--- src/rtl/bg_render_pkg.sv ---
// ---------------------------------------------------------------------------
// bg_render_pkg
// Shared types and defaults for the scrolling background renderer.
//   rgb444_t      : packed 4:4:4 colour {r, g, b}
//   DEF_IMG_W/H   : default source image size in pixels
//   DEF_SCALE_SH  : default pixel replication shift (2^SH in both axes)
//   wrap_step()   : adds a signed 4-bit step to a coordinate, wrapping
//                   toroidally into 0..dim-1 (|step| < dim assumed)
// ---------------------------------------------------------------------------
package bg_render_pkg;

  localparam int unsigned DEF_IMG_W    = 320;
  localparam int unsigned DEF_IMG_H    = 240;
  localparam int unsigned DEF_SCALE_SH = 1;

  typedef struct packed {
    logic [3:0] r;
    logic [3:0] g;
    logic [3:0] b;
  } rgb444_t;

  function automatic logic [9:0] wrap_step(input logic [9:0]  cur,
                                           input logic [3:0]  step,
                                           input logic [11:0] dim);
    logic [11:0] sum;
    sum = {2'b00, cur} + {{8{step[3]}}, step};
    // Bit 11 set means the sum went negative (cur < 1024, step >= -8).
    if (sum[11]) begin
      sum = sum + dim;
    end else if (sum >= dim) begin
      sum = sum - dim;
    end
    return sum[9:0];
  endfunction

endpackage

--- src/rtl/bg_palette.sv ---
// ---------------------------------------------------------------------------
// bg_palette
// Combinational palette lookup: palette index -> rgb444 colour.
// Only the low four index bits select an entry (16-colour table).
//   idx_i : palette index
//   rgb_o : looked-up colour
// ---------------------------------------------------------------------------
module bg_palette
  import bg_render_pkg::*;
#(
  parameter int unsigned IDX_W = 4
) (
  input  logic [IDX_W-1:0] idx_i,
  output rgb444_t          rgb_o
);

  logic [3:0] sel;

  always_comb begin
    sel   = 4'(idx_i);
    rgb_o = '0;
    unique case (sel)
      4'h0: rgb_o = '{r: 4'h0, g: 4'h0, b: 4'h0};
      4'h1: rgb_o = '{r: 4'h0, g: 4'h0, b: 4'hA};
      4'h2: rgb_o = '{r: 4'h0, g: 4'hA, b: 4'h0};
      4'h3: rgb_o = '{r: 4'h0, g: 4'hA, b: 4'hA};
      4'h4: rgb_o = '{r: 4'hA, g: 4'h0, b: 4'h0};
      4'h5: rgb_o = '{r: 4'hA, g: 4'h0, b: 4'hA};
      4'h6: rgb_o = '{r: 4'hA, g: 4'h5, b: 4'h0};
      4'h7: rgb_o = '{r: 4'hA, g: 4'hA, b: 4'hA};
      4'h8: rgb_o = '{r: 4'h5, g: 4'h5, b: 4'h5};
      4'h9: rgb_o = '{r: 4'h5, g: 4'h5, b: 4'hF};
      4'hA: rgb_o = '{r: 4'h5, g: 4'hF, b: 4'h5};
      4'hB: rgb_o = '{r: 4'h5, g: 4'hF, b: 4'hF};
      4'hC: rgb_o = '{r: 4'hF, g: 4'h5, b: 4'h5};
      4'hD: rgb_o = '{r: 4'hF, g: 4'h5, b: 4'hF};
      4'hE: rgb_o = '{r: 4'hF, g: 4'hF, b: 4'h5};
      4'hF: rgb_o = '{r: 4'hF, g: 4'hF, b: 4'hF};
      default: rgb_o = '0;
    endcase
  end

endmodule

--- src/rtl/bg_scroll_renderer.sv ---
// ---------------------------------------------------------------------------
// bg_scroll_renderer
// Renders a scrolled, pixel-replicated background image from an external
// synchronous-read palette-index ROM. Three-cycle pipeline:
//   stage 1: source coordinate + ROM address registered
//   stage 2: ROM returns the index (rom_q)
//   stage 3: palette lookup registered onto red/green/blue/transparent
// Scroll offsets update only on frame_start, either from a pending load or
// from a per-frame signed auto step.
// Ports:
//   vga_clk, reset_n          : pixel clock, async active-low reset
//   DrawX, DrawY, blank       : current raster position, 1 = visible
//   frame_start               : one-cycle pulse at frame start
//   scroll_load, scroll_in    : load {y, x} into the pending register
//   auto_en, auto_step        : per-frame auto scroll, {dy, dx} signed
//   wrap_en                   : 1 = toroidal wrap, 0 = border index
//   rom_address, rom_q        : image ROM interface
//   red, green, blue          : registered output colour
//   transparent               : final index equals TRANSP_IDX
// ---------------------------------------------------------------------------
module bg_scroll_renderer
  import bg_render_pkg::*;
#(
  parameter int unsigned IMG_W      = DEF_IMG_W,
  parameter int unsigned IMG_H      = DEF_IMG_H,
  parameter int unsigned SCALE_SH   = DEF_SCALE_SH,
  parameter int unsigned IDX_W      = 4,
  parameter int unsigned TRANSP_IDX = 0,
  parameter int unsigned BORDER_IDX = 0,
  localparam int unsigned ADDR_W    = $clog2(IMG_W * IMG_H)
) (
  input  logic              vga_clk,
  input  logic              reset_n,
  input  logic [9:0]        DrawX,
  input  logic [9:0]        DrawY,
  input  logic              blank,
  input  logic              frame_start,
  input  logic              scroll_load,
  input  logic [19:0]       scroll_in,
  input  logic              auto_en,
  input  logic [7:0]        auto_step,
  input  logic              wrap_en,
  output logic [ADDR_W-1:0] rom_address,
  input  logic [IDX_W-1:0]  rom_q,
  output logic [3:0]        red,
  output logic [3:0]        green,
  output logic [3:0]        blue,
  output logic              transparent
);

  localparam logic [11:0] IMG_W12 = 12'(IMG_W);
  localparam logic [11:0] IMG_H12 = 12'(IMG_H);

  if (((640 >> SCALE_SH) > IMG_W) || ((480 >> SCALE_SH) > IMG_H)) begin : g_bad_size
    $error("bg_scroll_renderer: scaled screen exceeds image size");
  end

  // ---------------- scroll registers ----------------
  logic       pending_q, pending_d;
  logic [9:0] pend_x_q, pend_x_d;
  logic [9:0] pend_y_q, pend_y_d;
  logic [9:0] scroll_x_q, scroll_x_d;
  logic [9:0] scroll_y_q, scroll_y_d;

  // frame_start sees the registered (prior) pending state, so a load in the
  // same cycle lands in pend_*_d and is applied at the next frame_start.
  always_comb begin
    pending_d  = pending_q;
    pend_x_d   = pend_x_q;
    pend_y_d   = pend_y_q;
    scroll_x_d = scroll_x_q;
    scroll_y_d = scroll_y_q;

    if (frame_start) begin
      if (pending_q) begin
        scroll_x_d = pend_x_q;
        scroll_y_d = pend_y_q;
        pending_d  = 1'b0;
      end else if (auto_en) begin
        scroll_x_d = wrap_step(scroll_x_q, auto_step[3:0], IMG_W12);
        scroll_y_d = wrap_step(scroll_y_q, auto_step[7:4], IMG_H12);
      end
    end

    if (scroll_load) begin
      pending_d = 1'b1;
      if ({2'b00, scroll_in[9:0]} < IMG_W12) begin
        pend_x_d = scroll_in[9:0];
      end
      if ({2'b00, scroll_in[19:10]} < IMG_H12) begin
        pend_y_d = scroll_in[19:10];
      end
    end
  end

  always_ff @(posedge vga_clk or negedge reset_n) begin
    if (!reset_n) begin
      pending_q  <= 1'b0;
      pend_x_q   <= '0;
      pend_y_q   <= '0;
      scroll_x_q <= '0;
      scroll_y_q <= '0;
    end else begin
      pending_q  <= pending_d;
      pend_x_q   <= pend_x_d;
      pend_y_q   <= pend_y_d;
      scroll_x_q <= scroll_x_d;
      scroll_y_q <= scroll_y_d;
    end
  end

  // ---------------- stage 1: address ----------------
  logic [11:0]       sx_raw, sy_raw, sx, sy;
  logic              oob_d;
  logic [ADDR_W-1:0] rom_address_d;

  always_comb begin
    sx_raw = {2'b00, DrawX >> SCALE_SH} + {2'b00, scroll_x_q};
    sy_raw = {2'b00, DrawY >> SCALE_SH} + {2'b00, scroll_y_q};
    sx     = sx_raw;
    sy     = sy_raw;
    oob_d  = 1'b0;
    if (wrap_en) begin
      if (sx_raw >= IMG_W12) sx = sx_raw - IMG_W12;
      if (sy_raw >= IMG_H12) sy = sy_raw - IMG_H12;
    end else begin
      oob_d = (sx_raw >= IMG_W12) || (sy_raw >= IMG_H12);
    end
    rom_address_d = ADDR_W'(32'(sy) * IMG_W + 32'(sx));
  end

  logic blank_s1_q, oob_s1_q;
  logic blank_s2_q, oob_s2_q;

  always_ff @(posedge vga_clk or negedge reset_n) begin
    if (!reset_n) begin
      rom_address <= '0;
      blank_s1_q  <= 1'b0;
      oob_s1_q    <= 1'b0;
      blank_s2_q  <= 1'b0;
      oob_s2_q    <= 1'b0;
    end else begin
      rom_address <= rom_address_d;
      blank_s1_q  <= blank;
      oob_s1_q    <= oob_d;
      blank_s2_q  <= blank_s1_q;
      oob_s2_q    <= oob_s1_q;
    end
  end

  // ---------------- stage 3: palette ----------------
  logic [IDX_W-1:0] idx_fin;
  rgb444_t          pal_rgb;
  rgb444_t          rgb_d;
  logic             transp_d;

  assign idx_fin = oob_s2_q ? IDX_W'(BORDER_IDX) : rom_q;

  bg_palette #(.IDX_W(IDX_W)) u_palette (
    .idx_i (idx_fin),
    .rgb_o (pal_rgb)
  );

  always_comb begin
    rgb_d    = '0;
    transp_d = 1'b0;
    if (blank_s2_q) begin
      rgb_d    = pal_rgb;
      transp_d = (idx_fin == IDX_W'(TRANSP_IDX));
    end
  end

  always_ff @(posedge vga_clk or negedge reset_n) begin
    if (!reset_n) begin
      red         <= '0;
      green       <= '0;
      blue        <= '0;
      transparent <= 1'b0;
    end else begin
      red         <= rgb_d.r;
      green       <= rgb_d.g;
      blue        <= rgb_d.b;
      transparent <= transp_d;
    end
  end

endmodule

--- config.mk ---
export PLATFORM = sky130hd
export DESIGN_NAME = bg_scroll_renderer
export DESIGN_NICKNAME = d
export VERILOG_FILES = /design/src/rtl/bg_render_pkg.sv /design/src/rtl/bg_palette.sv /design/src/rtl/bg_scroll_renderer.sv
export SDC_FILE = /design/constraint.sdc
export NUM_CORES = 1
export LEC_CHECK = 0
export ABC_AREA = 1
export CORE_MARGIN = 3
export CORE_UTILIZATION = 60
export DETAILED_ROUTE_END_ITERATION = 7
export PLACE_DENSITY = 0.86
export SLEW_MARGIN = 20
export SYNTH_ARGS = -nofsm -noshare
export SYNTH_HDL_FRONTEND = slang
export SYNTH_HIERARCHICAL = 1
export SYNTH_SLANG_ARGS = --single-unit
--- constraint.sdc ---
create_clock -name vga_clk -period 10 [get_ports vga_clk]
set_input_delay 2 -clock vga_clk [delete_from_list [all_inputs] [get_ports vga_clk]]
set_output_delay 2 -clock vga_clk [all_outputs]
set_load 0.05 [all_outputs]
== Word level (Yosys, flattened, before mapping) ==
Memory sizes are Yosys's and may differ from the RTL's.
Index checks and enable logic that the tools add are counted.
Widths: inputs -> output; s select.
Cells by class
  add/subtract/negate cells: 11
  $mul: 1
  magnitude comparators: 6
  multiplexer cells: 18
  reductions and logical operators: 7
Operator list (number)
  $mux 10: 8
  $mux 12: 5
  $add 11x4->12: 2
  $add 9x10->11: 2
  $add 17x12->17: 1
  $ge 12x8->1 const B: 1
  $ge 12x9->1 const B: 1
  $mul 12x3->11 const B: 1
  $sub 11x8->12 const B: 1
  $sub 11x9->12 const B: 1
  $ge 11x8->1 const B: 1
  $ge 11x9->1 const B: 1
  $add 10x8->10 const B: 1
  $add 10x9->10 const B: 1
  $lt 10x8->1 const B: 1
  $lt 10x9->1 const B: 1
  $sub 10x8->10 const B: 1
  $sub 10x9->10 const B: 1
  $reduce_and 2->1: 3
  $logic_not 4->1: 1
  $mux 1: 4
  $mux 4: 1
  $reduce_bool 2->1: 2
  $logic_or 1x1->1: 1
Storage, ports and cells
  register bits after elaboration: 75
  bits in read-only memories: 192
  bits of input ports: 59
  output and inout port bits: 30
  logic and storage cells: 58
  memories: 1
Memory list
  (name not given): words 16, bits a word 12, read ports 1, clocked after memory_dff 0, write ports 0, RTL line bg_palette.sv:22  | unique case (sel)

== Longest topological paths before layout ==
  word-level depth: 6
  mapped depth: 36
  mapped depth without buffers: 36

== Hierarchy ==
Netlist, hierarchy kept.
By module, submodules not included
  bg_scroll_renderer: times used 1, cells an instance 938, area each 6490.0 µm², sequential area each 1876.8 µm²
  bg_palette: times used 1, cells an instance 17, area each 108.9 µm², sequential area each 0.0 µm²

== Worst setup path before layout ==
No wires, ideal clock.
  path type: input to register
  start point: input DrawY[1]
  end point: register rom_address[16]
  setup time: 0.116 ns
  data arrival time: 6.162 ns
  required time: 9.884 ns
  slack: 3.722 ns
  stages on the path: 32
  path buffers: 0
  cell sequence: ha_1 inv_1 fa_1 inv_1 nand3_1 nand2_1 xor2_1 ha_1 nand3_1 nor2_1 nor2_2 nor2_4 xor2_1 ha_1 fa_1 xor2_1 ha_1 nand2_1 inv_1 nand4_1 nand3_1 nand3_1 nor2_1 nand3_1 nand2_1 nand2_1 nand2_1 nand2_1 nand2_1 nand2_1 nand2_1 nand2_1
Between the ends
  cells in the longest elaborated chain, start to end: 6
  elaborated cells between the ends (all ways): 7
  classes of those cells: 3 x add/sub; 1 x mul; 1 x order compare; 2 x mux
RTL lines
  start, declared: RTL line bg_scroll_renderer.sv:35  | input logic [9:0] DrawY,
  $add 9x10->11 *: RTL line bg_scroll_renderer.sv:119  | sy_raw = {2'b00, DrawY >> SCALE_SH} + {2'b00, scroll_y_q};
  $sub 11x8->12 / $ge 11x8->1 (equally long branches): RTL line bg_scroll_renderer.sv:125  | if (sy_raw >= IMG_H12) sy = sy_raw - IMG_H12;
  $mux 12: RTL line bg_scroll_renderer.sv:125
  $mux 12 *: RTL line bg_scroll_renderer.sv:123  | if (wrap_en) begin
  $mul 12x3->11 *: RTL line bg_scroll_renderer.sv:129  | rom_address_d = ADDR_W'(32'(sy) * IMG_W + 32'(sx));
  $add 17x12->17 *: RTL line bg_scroll_renderer.sv:129
  net rom_address_d[16]: RTL line bg_scroll_renderer.sv:115  | logic [ADDR_W-1:0] rom_address_d;
  end signal, assigned: RTL line bg_scroll_renderer.sv:143  | rom_address <= rom_address_d;
  end, declared: RTL line bg_scroll_renderer.sv:43  | output logic [ADDR_W-1:0] rom_address,
The timed path passes the listed nets; every way through them passes the cells marked *.
A chain may end at the register's enable or synchronous reset.

== Worst setup path in the final report ==
Same ends and word-level chain as after synthesis.

==> out/metrics.json <==
{
  "min_path": {
    "worst_hold_path_endpoint": "blank_s2_q$_DFF_PN0_",
    "timing.hold.worst.start": "blank_s1_q$_DFF_PN0_",
    "hold_path.class": "reg -> reg",
    "hold-path-cell-count": 0
  },
  "critical_path": {
    "worst-path-max-fanout": 5,
    "critical_path.startpoint_type": "input pin",
    "worst_r2r_path_depth": 30,
    "r2r-start": "scroll_y_q[0]$_DFFE_PN0P_",
    "timing.critical_path.arrival_ns": 7.36,
    "critical_path_required_ns": 10.25,
    "worst-r2r-setup-slack_ns": 4.66,
    "cp_common_cell": "nand2_1",
    "cp_slowest_stage_delay_ns": 0.51,
    "crit-reg2reg-capture": "rom_address[16]$_DFF_PN0_",
    "slowest_stage": "clkdlybuf4s50_1",
    "timing.setup.critical_path_class": "in -> reg",
    "end_kind": "flop"
  },
  "power_and_ir_drop": {
    "power.total_w": 0.00261,
    "share_seq_of_total_power_pct": 16.9,
    "comb_power_share_pct": 71.0,
    "p_switching_w": 0.00132,
    "swShare_pct": 50.5,
    "static-leakage-power_nw": 4.25,
    "clock_power_share_pct": 12.1,
    "internal_power_w": 0.00129,
    "ir_worst_vdd_mv": 0.342,
    "power.density_nw_per_um2": 334
  },
  "cells_and_area": {
    "num_antenna_cells": 0,
    "final_layout_size_suffix_gt1_share_pct": 5.01,
    "layout.core_utilization_pct": 74.2,
    "area_growth_pct": 18.2,
    "layout.cell_area.non_filler_um2": 7800,
    "multiInputGateArea_um2": 4070,
    "nFillCells": 825,
    "design.final.nets": 1167,
    "area.sequential_um2": 1880
  },
  "timing": {
    "final-setup-viol-count": 0,
    "fin_tns_setup_ns": 0,
    "slew-limit-headroom_pct": 39.2,
    "fmax_ghz": 0.141,
    "slew_viol_final": 0,
    "worst-slew-pin-transition_ns": 0.912,
    "grt_setup_unrepaired": "false",
    "layout_min_cycle_time_ns": 7.11,
    "min_period_over_period_pct": 71.1,
    "fin_hold_ws_ns": 0.354,
    "timing.clock.skew_ns": 0.0116,
    "report.final.hold_viol_count": 0
  },
  "clocking": {
    "post-cts-setup-buffers": 0,
    "clock_latency_ns": 0.36,
    "number_of_buffers_on_the_longest_clock_path": 2,
    "hold_buffers": 0,
    "path_clk_slew_ns": 0.08,
    "cts-buffers-inserted": 9,
    "htree_levels": 3,
    "postCtsResizedCells": 0,
    "root_buffer": "clkbuf_8",
    "numClockSinks": 75,
    "cts_tree": "done"
  },
  "yosys": {
    "post_synth_num_cell_types": 41,
    "synth-async-reset-ratio_pct": 100,
    "synth_enable_flop_cells": 0,
    "synthesis.nets": 1089,
    "synth-main-ff-cell": "dfrtp_1",
    "synth_cells": 955,
    "syn_area_um2": 6600,
    "yosys_register_bits": 75,
    "post_synth.cell_area_avg_um2": 6.91,
    "synth_seq_area_share_pct": 28.4,
    "yosysWarningCount": 6
  },
  "drt": {
    "met3_layer_wire_length_in_the_routed_design_um": 869,
    "initial_drt_pass_iterations": 5,
    "routed_via_density": 5.23,
    "dr.max_layer_used": "met4",
    "met2RoutedLength_mm": 7.28,
    "detail_route.wl_per_cell_um": 12.6,
    "drt_drc_violations_left": 0,
    "drt_iter0_drc": 314,
    "wirelength_met1_mm": 6.37,
    "detailroute.via_count": 6141,
    "antenna_left": 0,
    "route.final.wire_length_mm": 14.7
  },
  "global_route": {
    "grt_pass1_vias": 5869,
    "grt_remaining_overflow": 0,
    "grt_antenna_before_repair": 0,
    "first_pass_grt_wire_length_mm": 25.5,
    "grt_usage_pct": 24.5,
    "maximum_number_of_pins_on_one_net_before_global_route_repair": 76
  },
  "placement": {
    "detailed_place.area_um2": 7530,
    "placement.io_buffers": 86,
    "dpl.hpwl_mm": 11.5,
    "routability_congestion_estimate": 0.904
  },
  "floorplan": {
    "fp.coreArea_um2": 10500,
    "floorplan.io_pins": 89,
    "die_area_um2": 12300,
    "fp-row-count": 37,
    "die-width_um": 111,
    "effective_utilization_at_floorplan_pct": 62.8,
    "die_y_um": 111
  },
  "run": {
    "drv_cap": 0
  },
  "outcome": {
    "status": "finished, final reports clean"
  }
}
-- routing by layer --
metal	GRT usage (%)	vias to the layer above
met5	0	-
met4	6.16	0
met3	4.09	21
li1	-	3201
met2	44.3	173
met1	30.3	2746
-- per-stage QoR --
stage | instances | setup slack (ns)
after CTS | 1174 | 2.93
after detailed placement | 1158 | 2.61
after global routing | 1174 | 2.41
after floorplan | 955 | 3.72
after global placement | 1158 | 2.76
final | 1174 | 2.89
-- layout make-up --
type / instances / area share [%]
clock inverters: 7 / 1.91
multi-input cells: 717 / 52.2
flip-flops and latches: 75 / 24.1
repair buffers: 88 / 11.2
inverters: 142 / 6.83
clock buffers: 9 / 1.59
well taps: 136 / 2.18
-- worst max-delay path, delay by kind of cell --
kind / cells / cell delay (ns)
XOR/XNOR: 3 / 0.67
buffers and inverters: 4 / 0.79
adder cells (fa/ha/maj): 6 / 2.04
AND/OR/NAND/NOR: 18 / 1.87
-- layout by cell type, fill, tap and decap left out, drive strengths merged --
cell	n
nand2	307
inv	141
clkdlybuf4s50	85
nand3	83
dfrtp	75
nor2	73
ha	69
a21oi	51
o21ai	36
xor2	29
nand4	13
xnor2	12
clkbuf	9
nor3	7
fa	6
a31oi	5
a21o	4
o211ai	4
bufinv	4
or2	4
clkinv	4
o21a	3
nor4	3
nand3b	3
o21bai	3
buf	3
and2	1
o31ai	1
-- kinds of logic after synthesis --
kind of cell | share of synthesized area (%)
buf+inv | 9.90
compound gates | 9.14
xor+xnor | 5.78
simple gates | 31.8
fa+ha+maj | 14.9
flops | 28.4
-- power groups by stage --
stage	Combinational [W]	Clock (W)	Sequential, W
final	0.00185	0.000316	0.000440
after global routing	0.00210	0.000330	0.000448
after CTS	0.00184	0.000320	0.000440
after detailed placement	0.00181	0	0.000445
after global placement	0.00176	0	0.000442
after floorplan	0.00132	0	0.000565
-- state kept, by name, indices dropped and copies added (netlist names) --
name	count
rom_address	17
pend_x_q	10
pend_y_q	10
scroll_x_q	10
scroll_y_q	10
blue	4
green	4
red	4
blank_s1_q	1
blank_s2_q	1
oob_s1_q	1
oob_s2_q	1
pending_q	1
transparent	1
-- synthesized netlist by cell type, types with 10 or more instances --
cell / count / share of area (%)
nand4_1: 13 / 1.2
nor2_1: 67 / 3.8
buf_4: 10 / 1.1
nand2_1: 301 / 17
xnor2_1: 11 / 1.5
xor2_1: 27 / 3.6
ha_1: 69 / 13
o21ai_0: 26 / 2.0
dfrtp_1: 75 / 28
a21oi_1: 50 / 3.8
nand3_1: 77 / 5.8
inv_1: 137 / 7.8
-- how the worst max path moves through the flow --
stage	start	cells after the start	endpoint	slack [ns]
2_1_floorplan	DrawY[1]	32	rom_address[16]$_DFF_PN0_	3.72
6_report	DrawY[1]	31	rom_address[16]$_DFF_PN0_	2.89
3_3_place_gp	DrawY[1]	33	rom_address[16]$_DFF_PN0_	2.76
5_1_grt	DrawY[1]	31	rom_address[16]$_DFF_PN0_	2.41
3_5_place_dp	DrawY[1]	33	rom_address[16]$_DFF_PN0_	2.61
4_1_cts	DrawY[1]	33	rom_address[16]$_DFF_PN0_	2.93
No activity file was read; power rests on OpenSTA's default activity.
==> variant (same settings) <==
Take the reset off `rom_address` and load it in a clocked block of its own.
--- a/src/rtl/bg_scroll_renderer.sv
+++ b/src/rtl/bg_scroll_renderer.sv
@@ -134,18 +134,20 @@
 
   always_ff @(posedge vga_clk or negedge reset_n) begin
     if (!reset_n) begin
-      rom_address <= '0;
       blank_s1_q  <= 1'b0;
       oob_s1_q    <= 1'b0;
       blank_s2_q  <= 1'b0;
       oob_s2_q    <= 1'b0;
     end else begin
-      rom_address <= rom_address_d;
       blank_s1_q  <= blank;
       oob_s1_q    <= oob_d;
       blank_s2_q  <= blank_s1_q;
       oob_s2_q    <= oob_s1_q;
     end
+  end
+
+  always_ff @(posedge vga_clk) begin
+    rom_address <= rom_address_d;
   end
 
   // ---------------- stage 3: palette ----------------
Formal check against the unedited RTL: not equivalent (a bounded check fails within 4 cycles, from zero or initial values and one cycle with reset_n low).
==> variant against the original RTL <==
Area after synthesis shrank 1.3%; critical path depth is the same; sequential cell count is the same; wire length grew 2.1%; setup slack gained 110 ps; global-route usage grew 1.3 points; synthesized cell count is the same; count of clock-buffer cells in the layout grew 4; via count grew 0.41%; core utilization shrank 1.3 points; register-to-register slack gained 110 ps; design area shrank 2.2%; total power shrank 2.5%; critical endpoint is now rom_address[16].
==> variant: results (changes against the original RTL) <==
- Status: completed
- Pleak: 4.15 nW (-2.2%)
- Achievable Freq: 143 MHz (+1.6%)
- FFs w/ async S/R, synth: 0.773 (-0.227)
- WHS Endpoint: oob_s2_q
- Routed WL per cell: 12.8 um (+2.2%)
- Sequential share of the synthesized area: 0.275 (-0.00935)
- Sequential share of power: 0.173 (+0.004)
- Commonest cells post-synth: 301 x nand2_1, 137 x inv_1, 77 x nand3_1, 69 x ha_1, 67 x nor2_1
- Met3 usage: 0.0390 (-0.00192)
- Gr usage total: 0.258 (+0.0131)
- Grt met2 use: 0.441 (-0.00148)
- Largest net degree at the start of global routing: 59 (-22%)
- Arrival time worst endpoint: 7250 ps (-110 ps)
- HP Start: oob_s1_q
- Layout cells sized above 1: 0.0463 (-0.00381)
- DP Area: 7430 sq um (-1.2%)
- Worst Reg2Reg Path Length in Cells: 30 (unchanged)
- Synth area leaders: dfrtp_1 22%, nand2_1 17%, ha_1 13%
- Pwr Total: 0.00254 W (-2.5%)
- Reported net switching power: 0.00132 W (+0.13%)
- Post-CTS resize count: 0 (unchanged)
- Routed length on met3: 584 um (-33%)
- Worst hold slack: 355 ps (+1.49 ps)
- Via density: 5.26 (+0.49%)
- GP Congestion: 0.945 (+4.5%)
- WL met1: 6900 um (+8.2%)
- Fillcell total: 881 (+6.8%)
- Worst vdd ir: 391 uV (+14%)
- Met2 wire length: 7180 um (-1.4%)
- Max_slew headroom: 0.466 (+0.0741)
- Skew final: 11.2 ps (-0.416 ps)
- Vias in the first global route: 5709 (-2.7%)
- Setup crit start: DrawY[1]
- Detailed Place HPWL: 11600 um (+0.87%)
- Comb power frac: 0.734 (+0.024)
- Distinct cells, synth: 42 (+2.4%)
- Worst setup endpoint: rom_address[16]
- Total Wirelength: 15000 um (+2.1%)
- First-pass GRT wire length: 24800 um (-2.5%)
- GR Layer Usage met1: 0.327 (+0.0234)
- Setup WS pre-CTS: 2690 ps (+79.9 ps)
- Initial DRC count: 342 (+8.9%)
- Flop2flop setup slack: 4770 ps (+110 ps)
- Clk_lat worst skew: 360 ps (about the same)
variant: cells by family (layout without fill, tap and decap cells):
group	after synthesis	in the layout	share of synthesized area
compound gates	107	107	0.0926
xor+xnor	41	41	0.0586
fa+ha+maj	75	75	0.151
buf+inv	163	245	0.100
flops	75	75	0.275
simple gates	494	494	0.323
variant: critical path: cells and delay by family:
kind                       cells  cell delay, ps
and+or+nand+nor               18            1790
buffers and inverters          4             760
xor gates and xnor gates       3             690
adders and majority gates      6            2020
variant: layout make-up:
| type | count | area [sq um] | share of cell area |
|---|---|---|---|
| multi-input cells | 717 | 4070 | 0.533 |
| flip-flops and latches | 75 | 1790 | 0.235 |
| repair buffers | 88 | 871 | 0.114 |
| inverters | 142 | 533 | 0.0699 |
| well taps | 136 | 170 | 0.0223 |
| clock buffers | 13 | 159 | 0.0208 |
| clock inverters | 2 | 35.0 | 0.00459 |
